**src/rtl/pipe_pkg.sv**
```systemverilog
// Shared decode definitions: opcodes, FSM states, instruction field positions and ID register
// layout.
package pipe_pkg;

    localparam logic [5:0] OP_NOP   = 6'h00;
    localparam logic [5:0] OP_ALU   = 6'h01;
    localparam logic [5:0] OP_ADDI  = 6'h02;
    localparam logic [5:0] OP_LOAD  = 6'h03;
    localparam logic [5:0] OP_STORE = 6'h04;
    localparam logic [5:0] OP_JMP   = 6'h05;
    localparam logic [5:0] OP_HALT  = 6'h3F;

    localparam int unsigned OPC_MSB = 31;
    localparam int unsigned OPC_LSB = 26;
    localparam int unsigned RD_MSB  = 25;
    localparam int unsigned RD_LSB  = 21;
    localparam int unsigned RS1_MSB = 20;
    localparam int unsigned RS1_LSB = 16;
    localparam int unsigned RS2_MSB = 15;
    localparam int unsigned RS2_LSB = 11;
    localparam int unsigned IMM_MSB = 15;
    localparam int unsigned IMM_LSB = 0;

    localparam logic [4:0] REG_ZERO = 5'd0;

    typedef enum logic [1:0] {
        StRun    = 2'd0,
        StFlush  = 2'd1,
        StHalted = 2'd2
    } state_e;

    typedef struct packed {
        logic        valid;
        logic [15:0] pc;
        logic [5:0]  opcode;
        logic [4:0]  rd;
        logic [4:0]  rs1;
        logic [4:0]  rs2;
        logic [15:0] imm;
    } id_reg_t;

    function automatic logic reads_rs1(input logic [5:0] op);
        return (op == OP_ALU) || (op == OP_ADDI) || (op == OP_LOAD) || (op == OP_STORE);
    endfunction

    function automatic logic reads_rs2(input logic [5:0] op);
        return (op == OP_ALU) || (op == OP_STORE);
    endfunction

    function automatic logic is_defined_op(input logic [5:0] op);
        return (op <= OP_JMP) || (op == OP_HALT);
    endfunction

    function automatic id_reg_t unpack_ins(input logic [31:0] ins, input logic [15:0] pc);
        id_reg_t r;
        r.valid  = 1'b1;
        r.pc     = pc;
        r.opcode = ins[OPC_MSB:OPC_LSB];
        r.rd     = ins[RD_MSB:RD_LSB];
        r.rs1    = ins[RS1_MSB:RS1_LSB];
        r.rs2    = ins[RS2_MSB:RS2_LSB];
        r.imm    = ins[IMM_MSB:IMM_LSB];
        return r;
    endfunction

endpackage

```
**src/rtl/hazard_detect.sv**
```systemverilog
// Combinational load-use detector: flags when the incoming instruction reads the
// destination of a LOAD currently sitting in ID.
module hazard_detect
    import pipe_pkg::*;
(
    input  logic        id_valid,
    input  logic [5:0]  id_opcode,
    input  logic [4:0]  id_rd,
    input  logic [31:0] ins,
    output logic        load_use
);

    logic [5:0] in_op;
    logic [4:0] in_rs1;
    logic [4:0] in_rs2;
    logic       id_is_load;
    logic       unused_ins_bits;

    assign in_op      = ins[OPC_MSB:OPC_LSB];
    assign in_rs1     = ins[RS1_MSB:RS1_LSB];
    assign in_rs2     = ins[RS2_MSB:RS2_LSB];
    assign id_is_load = id_valid && (id_opcode == OP_LOAD) && (id_rd != REG_ZERO);

    assign unused_ins_bits = ^{ins[RD_MSB:RD_LSB], ins[RS2_LSB-1:0]};

    always_comb begin
        load_use = 1'b0;
        if (id_is_load) begin
            load_use = (reads_rs1(in_op) && (in_rs1 == id_rd)) ||
                       (reads_rs2(in_op) && (in_rs2 == id_rd));
        end
    end

endmodule

```
**src/rtl/instr_decode.sv**
```systemverilog
// Decode stage: ID pipeline register, jump redirect, wrong-path flush, load-use bubbles, HALT.
// Optional build macro ILLEGAL_OP_TRAP_EN redirects undefined opcodes to TRAP_VEC.
module instr_decode
    import pipe_pkg::*;
#(
    parameter int unsigned FLUSH_CYCLES = 1,
    parameter logic [15:0] TRAP_VEC     = 16'h0004
) (
    input  logic        clk,
    input  logic        reset,
    input  logic [31:0] ins,
    input  logic [15:0] current_address,
    output logic [15:0] jmp_loc,
    output logic        pc_mux_sel,
    output logic        stall,
    output logic        stall_pm,
    output logic        id_valid,
    output logic [15:0] id_pc,
    output logic [5:0]  id_opcode,
    output logic [4:0]  id_rd,
    output logic [4:0]  id_rs1,
    output logic [4:0]  id_rs2,
    output logic [15:0] id_imm,
    output logic        halted
);

    localparam logic [1:0] FLUSH_LAST = 2'(FLUSH_CYCLES - 1);

    state_e      state_q, state_d;
    logic [1:0]  flush_cnt_q, flush_cnt_d;
    id_reg_t     id_q, id_d;
    logic [15:0] jmp_loc_q, jmp_loc_d;
    logic        pc_mux_sel_q, pc_mux_sel_d;
    logic        halted_q, halted_d;
    logic        load_use;
    logic [5:0]  in_op;
    id_reg_t     in_fields;

    assign in_op     = ins[OPC_MSB:OPC_LSB];
    assign in_fields = unpack_ins(ins, current_address);

`ifndef ILLEGAL_OP_TRAP_EN
    logic unused_trap_vec;
    assign unused_trap_vec = ^TRAP_VEC;
`endif

    hazard_detect u_hazard_detect (
        .id_valid  (id_q.valid),
        .id_opcode (id_q.opcode),
        .id_rd     (id_q.rd),
        .ins       (ins),
        .load_use  (load_use)
    );

    always_comb begin
        state_d      = state_q;
        flush_cnt_d  = flush_cnt_q;
        id_d         = '0;
        jmp_loc_d    = jmp_loc_q;
        pc_mux_sel_d = 1'b0;
        halted_d     = halted_q;
        stall        = 1'b0;

        unique case (state_q)
            StRun: begin
                stall = load_use;
                if (!load_use) begin
                    if (in_op == OP_JMP) begin
                        id_d         = in_fields;
                        pc_mux_sel_d = 1'b1;
                        jmp_loc_d    = in_fields.imm;
                        flush_cnt_d  = '0;
                        state_d      = StFlush;
                    end else if (in_op == OP_HALT) begin
                        id_d     = in_fields;
                        halted_d = 1'b1;
                        state_d  = StHalted;
                    end else if (is_defined_op(in_op)) begin
                        id_d = in_fields;
                    end else begin
`ifdef ILLEGAL_OP_TRAP_EN
                        pc_mux_sel_d = 1'b1;
                        jmp_loc_d    = TRAP_VEC;
                        flush_cnt_d  = '0;
                        state_d      = StFlush;
`endif
                    end
                end
            end
            StFlush: begin
                // Wrong-path fetches become bubbles; no hazard check on them.
                if (flush_cnt_q == FLUSH_LAST) begin
                    flush_cnt_d = '0;
                    state_d     = StRun;
                end else begin
                    flush_cnt_d = flush_cnt_q + 2'd1;
                end
            end
            StHalted: begin
                stall = 1'b1;
            end
            default: begin
                state_d = StRun;
            end
        endcase
    end

    assign stall_pm = stall;

    always_ff @(posedge clk) begin
        if (!reset) begin
            state_q      <= StRun;
            flush_cnt_q  <= '0;
            id_q         <= '0;
            jmp_loc_q    <= '0;
            pc_mux_sel_q <= 1'b0;
            halted_q     <= 1'b0;
        end else begin
            state_q      <= state_d;
            flush_cnt_q  <= flush_cnt_d;
            id_q         <= id_d;
            jmp_loc_q    <= jmp_loc_d;
            pc_mux_sel_q <= pc_mux_sel_d;
            halted_q     <= halted_d;
        end
    end

    assign jmp_loc    = jmp_loc_q;
    assign pc_mux_sel = pc_mux_sel_q;
    assign halted     = halted_q;
    assign id_valid   = id_q.valid;
    assign id_pc      = id_q.pc;
    assign id_opcode  = id_q.opcode;
    assign id_rd      = id_q.rd;
    assign id_rs1     = id_q.rs1;
    assign id_rs2     = id_q.rs2;
    assign id_imm     = id_q.imm;

endmodule

```
**config.mk**
```make
export PLATFORM = sky130hd
export DESIGN_NAME = instr_decode
export DESIGN_NICKNAME = d
export VERILOG_FILES = /design/src/rtl/pipe_pkg.sv /design/src/rtl/hazard_detect.sv /design/src/rtl/instr_decode.sv
export SDC_FILE = /design/constraint.sdc
export NUM_CORES = 1
export LEC_CHECK = 0
export ABC_AREA = 1
export ABC_CLOCK_PERIOD_IN_PS = 4000
export CORE_MARGIN = 1.5
export CORE_UTILIZATION = 26
export DETAILED_ROUTE_END_ITERATION = 6
export PLACE_DENSITY = 0.62
export SYNTH_ARGS = -nofsm -noshare
export SYNTH_HDL_FRONTEND = slang
export SYNTH_SLANG_ARGS = --single-unit
```
**constraint.sdc**
```tcl
create_clock -name clk -period 4 [get_ports clk]
set_input_delay 0.8 -clock clk [delete_from_list [all_inputs] [get_ports clk]]
set_output_delay 0.8 -clock clk [all_outputs]
set_load 0.005 [all_outputs]
```
==> flow_summary.ini, run 1 <==
[status]
status = finished, final reports clean

[cts]
cts-hold-fix-buffers = 0
htreeDepth = 3
cts_made_buffers = 9
ctsLongestPathBuffers = 2
clk_pin_slew_ns = 0.07
post_cts_buffers = 0
cts.repair.resized = 0
cts.sinks = 71
insertion_delay_ns = 0.34
cts_tree = yes
cts-root-buf = clkbuf_8

[pwr]
clkPwrFrac = 0.404
power_density_mw_per_mm2 = 356
p_leak_nw = 1.74
power.switching_w = 0.000322
p_sw_frac = 0.226
p_total_w = 0.00142
cellInternalPower_w = 0.00110
pwr-share-seq = 0.509
combPwrFrac = 0.087
peakVddDrop_mv = 0.128

[worst_setup_path]
criticalPathCategory = in -> out
worstPathMaxFanout = 6
crit_path_cell_trace = clkdlybuf4s50_1 > nor2_2 > nand3_1 > nand2_1 > nand3_1 > nand2_1 > nand3_1 > nand2_1 > clkdlybuf4s50_1
startpoint = ins[30]
setup.worst_path.start_class = input pin
worstReg2RegEnd = jmp_loc[14]
end_kind = output port
crit_cells = 9
cp.arrival_ns = 2.65
crit_slowest_cell = clkdlybuf4s50_1
cp_slowest_stage_delay_ns = 0.51
required_ns = 3.20
r2r_slack_ns = 2.07
critical-path-top-delay-family = buffers and inverters
r2r_cells = 5
r2r-start = state_q[0]
path_buf_inv = 2
endpoint = stall

[global_routing]
overflow = 0
track_usage = 0.123
grt_max_degree = 34
grt_pass1_wl_um = 9630
grt_pass1_vias = 2085
antenna_found_initial = 0

[logic_synthesis]
synth.top_cell.area_share = 0.571
synth_area_mm2 = 0.00249
synth_warnings = 0
synth_edf_count = 0
synth_area_leaders = dfxtp_1, inv_1, nor2_1
ys_ff_latch = 71
post-synth-top-area-cell = dfxtp_1
syn_area_per_cell_um2 = 8.14
synth_fp_nets = 358
yosys.cell_types.count = 20
async_flop_share = 0
syn-instance-count = 306
synth-main-ff-cell = dfxtp_1
seq_area_frac_synth = 0.571

[floorplanning]
rows = 35
start_util = 0.268
dieWidth_um = 101
dieArea_mm2 = 0.0102
dieHeight_um = 101
ios = 124
core-area_mm2 = 0.00928

[timing]
worst_pin_slew_ns = 0.915
setup_tns_ns = 0
min_period_ns = 3.45
hold_ws_ns = 0.475
fin_crit_sh = 0.863
finalMaxSlewViolations = 0
hold_viol_final = 0
relSlewSlack = 0.390
clock_skew_ns = 0.0117
rsz0062_at_grt = no
clock.fmax_mhz = 290
finalSetupViolCount = 0

[routing]
drtPass1Iterations = 4
routed_wirelength_um = 6150
drcViolationCount = 0
wl_per_cell_um = 11.0
via_per_inst = 4.03
drt_iter0_drc = 25
drtAntennaViolNets = 0
num_vias = 2254

[final_layout]
final_nets = 478
drive_gt1_frac = 0.0719
fin_cells = 560
diodes = 0
final_area_mm2 = 0.00400
area_growth_syn_to_layout_pct = 60.5
final.fill_count = 984

[placed_design]
dpl-instance-area_mm2 = 0.00380
dp_hpwl_um = 4620
gp_congestion = 0.759
portBuffers = 123
dp_cells = 544

[run]
drv_cap = 0

[hold_path]
hp-class = reg -> reg
==> layout make-up <==
class / instances / area [um^2] / share of cell area
Sequential cell: 71 / 1420 / 0.356
Inverter: 60 / 225 / 0.0564
Timing Repair Buffer: 124 / 1250 / 0.313
Multi-Input combinational cell: 160 / 738 / 0.185
Tap cell: 129 / 161 / 0.0404
Clock inverter: 5 / 56.3 / 0.0141
Clock buffer: 11 / 141 / 0.0354
==> worst register-to-register path, cell delays in order, from the launching register on <==
cell and delay [ns]:
dfxtp_1 0.32, nor2_1 0.21, nand4_1 0.24, inv_1 0.73
o21ai_0 0.22, a21oi_1 0.15
==> cell families (layout without fill, tap and decap cells) <==
| group | Yosys count | in the layout | synth area share |
|---|---|---|---|
| and+or+nand+nor | 113 | 113 | 0.191 |
| buffers and inverters | 75 | 200 | 0.133 |
| DFF | 71 | 71 | 0.571 |
| AOI/OAI and AO/OA | 42 | 42 | 0.0844 |
| xor gates and xnor gates | 3 | 3 | 0.0106 |
| adders and majority gates | 2 | 2 | 0.0100 |
==> flip-flops by register name (all words and copies together) (netlist names) <==
register     cells
flush_cnt_q      2
halted           1
id_imm          11
id_opcode        6
id_pc           16
id_rd            5
id_rs1           5
id_rs2           5
id_valid         1
jmp_loc         16
pc_mux_sel       1
state_q          2
==> stage by stage <==
stage	worst slack (ns)	utilization
2_1_floorplan	1.66	-
6_report	0.549	0.430
4_1_cts	0.508	0.430
5_1_grt	0.373	0.430
3_3_place_gp	0.571	0.409
3_5_place_dp	0.520	0.409
==> worst min-delay path by stage <==
stage | from | end | slack (ns) | cells past startpoint
after global routing | halted | halted | 0.50 | 2
final | halted | halted | 0.47 | 2
after detailed placement | halted | halted | 0.45 | 2
after floorplan | halted | halted | 0.45 | 2
after CTS | halted | halted | 0.47 | 2
after global placement | halted | halted | 0.46 | 2
==> cells in the mapped netlist, drive strengths merged (2+ instances only) <==
library cell	n
nor3	2
dfxtp	71
xnor2	2
nor2	65
a21oi	23
nand4	3
inv	60
o21ai	19
nand2	33
ha	2
nand3	10
buf	14
==> routing by layer <==
metal / routed length [um] / vias to the layer above / share of wire / GRT usage
met4: 93 / 0 / 0.015 / 0.0520
met2: 2980 / 75 / 0.48 / 0.207
li1: - / 1154 / - / -
met1: 2700 / 1016 / 0.44 / 0.142
met3: 382 / 9 / 0.062 / 0.0423
met5: 0 / - / 0 / 0
==> placed cells by master, fill, tap and decap left out, types with 3 or more instances in the layout <==
master           count
inv_2                3
clkbuf_8            10
dfxtp_1             71
clkdlybuf4s50_1    123
o21ai_0             19
nor2_2              11
a21oi_1             23
inv_1               57
nand4_1              3
nand3_1             10
nand2_1             32
nor2_1              54
==> power groups by stage <==
| stage | sequential [W] | clock (W) | combinational [W] |
|---|---|---|---|
| 2_1_floorplan | 0.000740 | 0 | 0.0000403 |
| 3_3_place_gp | 0.000739 | 0 | 0.000123 |
| 3_5_place_dp | 0.000739 | 0 | 0.000125 |
| 4_1_cts | 0.000723 | 0.000600 | 0.000126 |
| 5_1_grt | 0.000724 | 0.000626 | 0.000137 |
| 6_report | 0.000723 | 0.000574 | 0.000124 |
Power figures use the tool's default switching activity.
==> run 2: changes to the inputs <==
ABC_CLOCK_PERIOD_IN_PS = 4200   (was 4000)
CORE_UTILIZATION = 41   (was 26)
PLACE_DENSITY = 0.88   (was 0.62)
clock period = 4.2 ns   (was 4 ns; I/O delays follow)
==> flow_summary.ini, run 2 (synthesis results as in run 1) <==
[final_layout]
fin_cells = 506
area_growth_syn_to_layout_pct = 57.2
final.fill_count = 492
final_nets = 478
drive_gt1_frac = 0.0742
final_cell_mix = clkdlybuf4s50_1, dfxtp_1, inv_1
final_common_cell = clkdlybuf4s50_1
multi_input_area_um2 = 738
diodes = 0
regArea_mm2 = 0.00142

[cts]
cts-root-buf = clkbuf_8
cts.sinks = 71
post_cts_buffers = 0
insertion_delay_ns = 0.34
clk_pin_slew_ns = 0.07
cts.repair.resized = 0
ctsLongestPathBuffers = 2
cts_made_buffers = 9
cts_tree = yes
cts-hold-fix-buffers = 0
htreeDepth = 3

[global_routing]
grt_pass1_vias = 2163
track_usage = 0.186
antenna_found_initial = 0
grt_pass1_wl_um = 9270
overflow = 0
grt_max_degree = 34

[floorplanning]
core-area_mm2 = 0.00589
dieHeight_um = 80.9
dieArea_mm2 = 0.00655
ios = 124
dieWidth_um = 80.9
rows = 28
start_util = 0.423

[timing]
hold_ws_ns = 0.475
finalSetupViolCount = 0
hold_viol_final = 0
finalWorstSetupSlack_ns = 0.722
finalMaxSlewViolations = 0
setup_tns_ns = 0
min_period_ns = 3.48
worst_pin_slew_ns = 0.816
rsz0062_at_grt = no
relSlewSlack = 0.455
clock_skew_ns = 0.0114
clock.fmax_mhz = 288
fin_crit_sh = 0.828

[routing]
drcViolationCount = 0
num_vias = 2243
routed_wirelength_um = 5950
drtPass1Iterations = 5
drtAntennaViolNets = 0
via_per_inst = 4.43
wl_per_cell_um = 11.8
drt_iter0_drc = 53

[placed_design]
dp_cells = 490
pre_cts_ws_ns = 0.753
gp_congestion = 0.725
dp_hpwl_um = 4470
portBuffers = 123

[worst_setup_path]
cp.arrival_ns = 2.64
criticalPathCategory = in -> out
end_kind = output port
r2r_cells = 12
setup.worst_path.start_class = input pin
required_ns = 3.36
worstPathMaxFanout = 4

[run]
drv_cap = 0

[pwr]
p_total_w = 0.00134
p_leak_nw = 1.73
power_density_mw_per_mm2 = 343
peakVddDrop_mv = 0.285

[status]
status = finished, final reports clean

[hold_path]
hp-class = reg -> reg
min_path_cells = 2
## run 2: cell count changes in the layout (fill, tap and decap cells not counted)
cell | previous run | this run
clkinvlp_4 | 1 | 2
buf_4 | 0 | 1
buf_12 | 1 | 0
clkinv_2 | 2 | 3
clkbuf_1 | 1 | 0
inv_6 | 1 | 0
## run 2: cell type report
| class | instances | area share |
|---|---|---|
| Tap cell | 75 | 0.0240 |
| Timing Repair Buffer | 124 | 0.316 |
| Clock buffer | 10 | 0.0352 |
| Clock inverter | 6 | 0.0153 |
| Sequential cell | 71 | 0.363 |
| Inverter | 60 | 0.0575 |
| Multi-Input combinational cell | 160 | 0.189 |
## run 2: layer usage
metal / GRT usage / wire length, um / up-vias
li1: - / - / 1155
met1: 0.200 / 2370 / 998
met2: 0.338 / 3110 / 82
met3: 0.0506 / 398 / 8
met4: 0.0862 / 83 / 0
met5: 0 / 0 / -
## run 2: path summary, 6_finish.rpt
kind,startpoint,end,slack (ns)
setup reg to reg,id_rd[1],id_pc[15],2.18
hold / removal,halted,halted,0.48
hold reg to reg,halted,halted,0.48
setup / recovery,ins[28],stall_pm,0.72
## run 2: report_power, final
part / total, W / internal, W / switching, W
clock: 0.000537 / 0.000287 / 0.000250
sequential: 0.000688 / 0.000684 / 0.00000448
combinational: 0.000118 / 0.0000711 / 0.0000465
## run 2: stage by stage
stage / area, um^2 / util
after floorplan: 2490 / -
after global placement: 3720 / 0.632
after detailed placement: 3720 / 0.632
after CTS: 3920 / 0.665
after global routing: 3920 / 0.665
final: 3920 / 0.665
## run 2: worst max-delay path, cell delays in order
cell,delay [ns]
clkdlybuf4s50_1,0.56
inv_2,0.08
nor2_2,0.12
nand3_1,0.11
nand2_1,0.08
nand3_1,0.07
nand2_1,0.08
nand3_1,0.08
nand2_1,0.11
clkdlybuf4s50_1,0.51
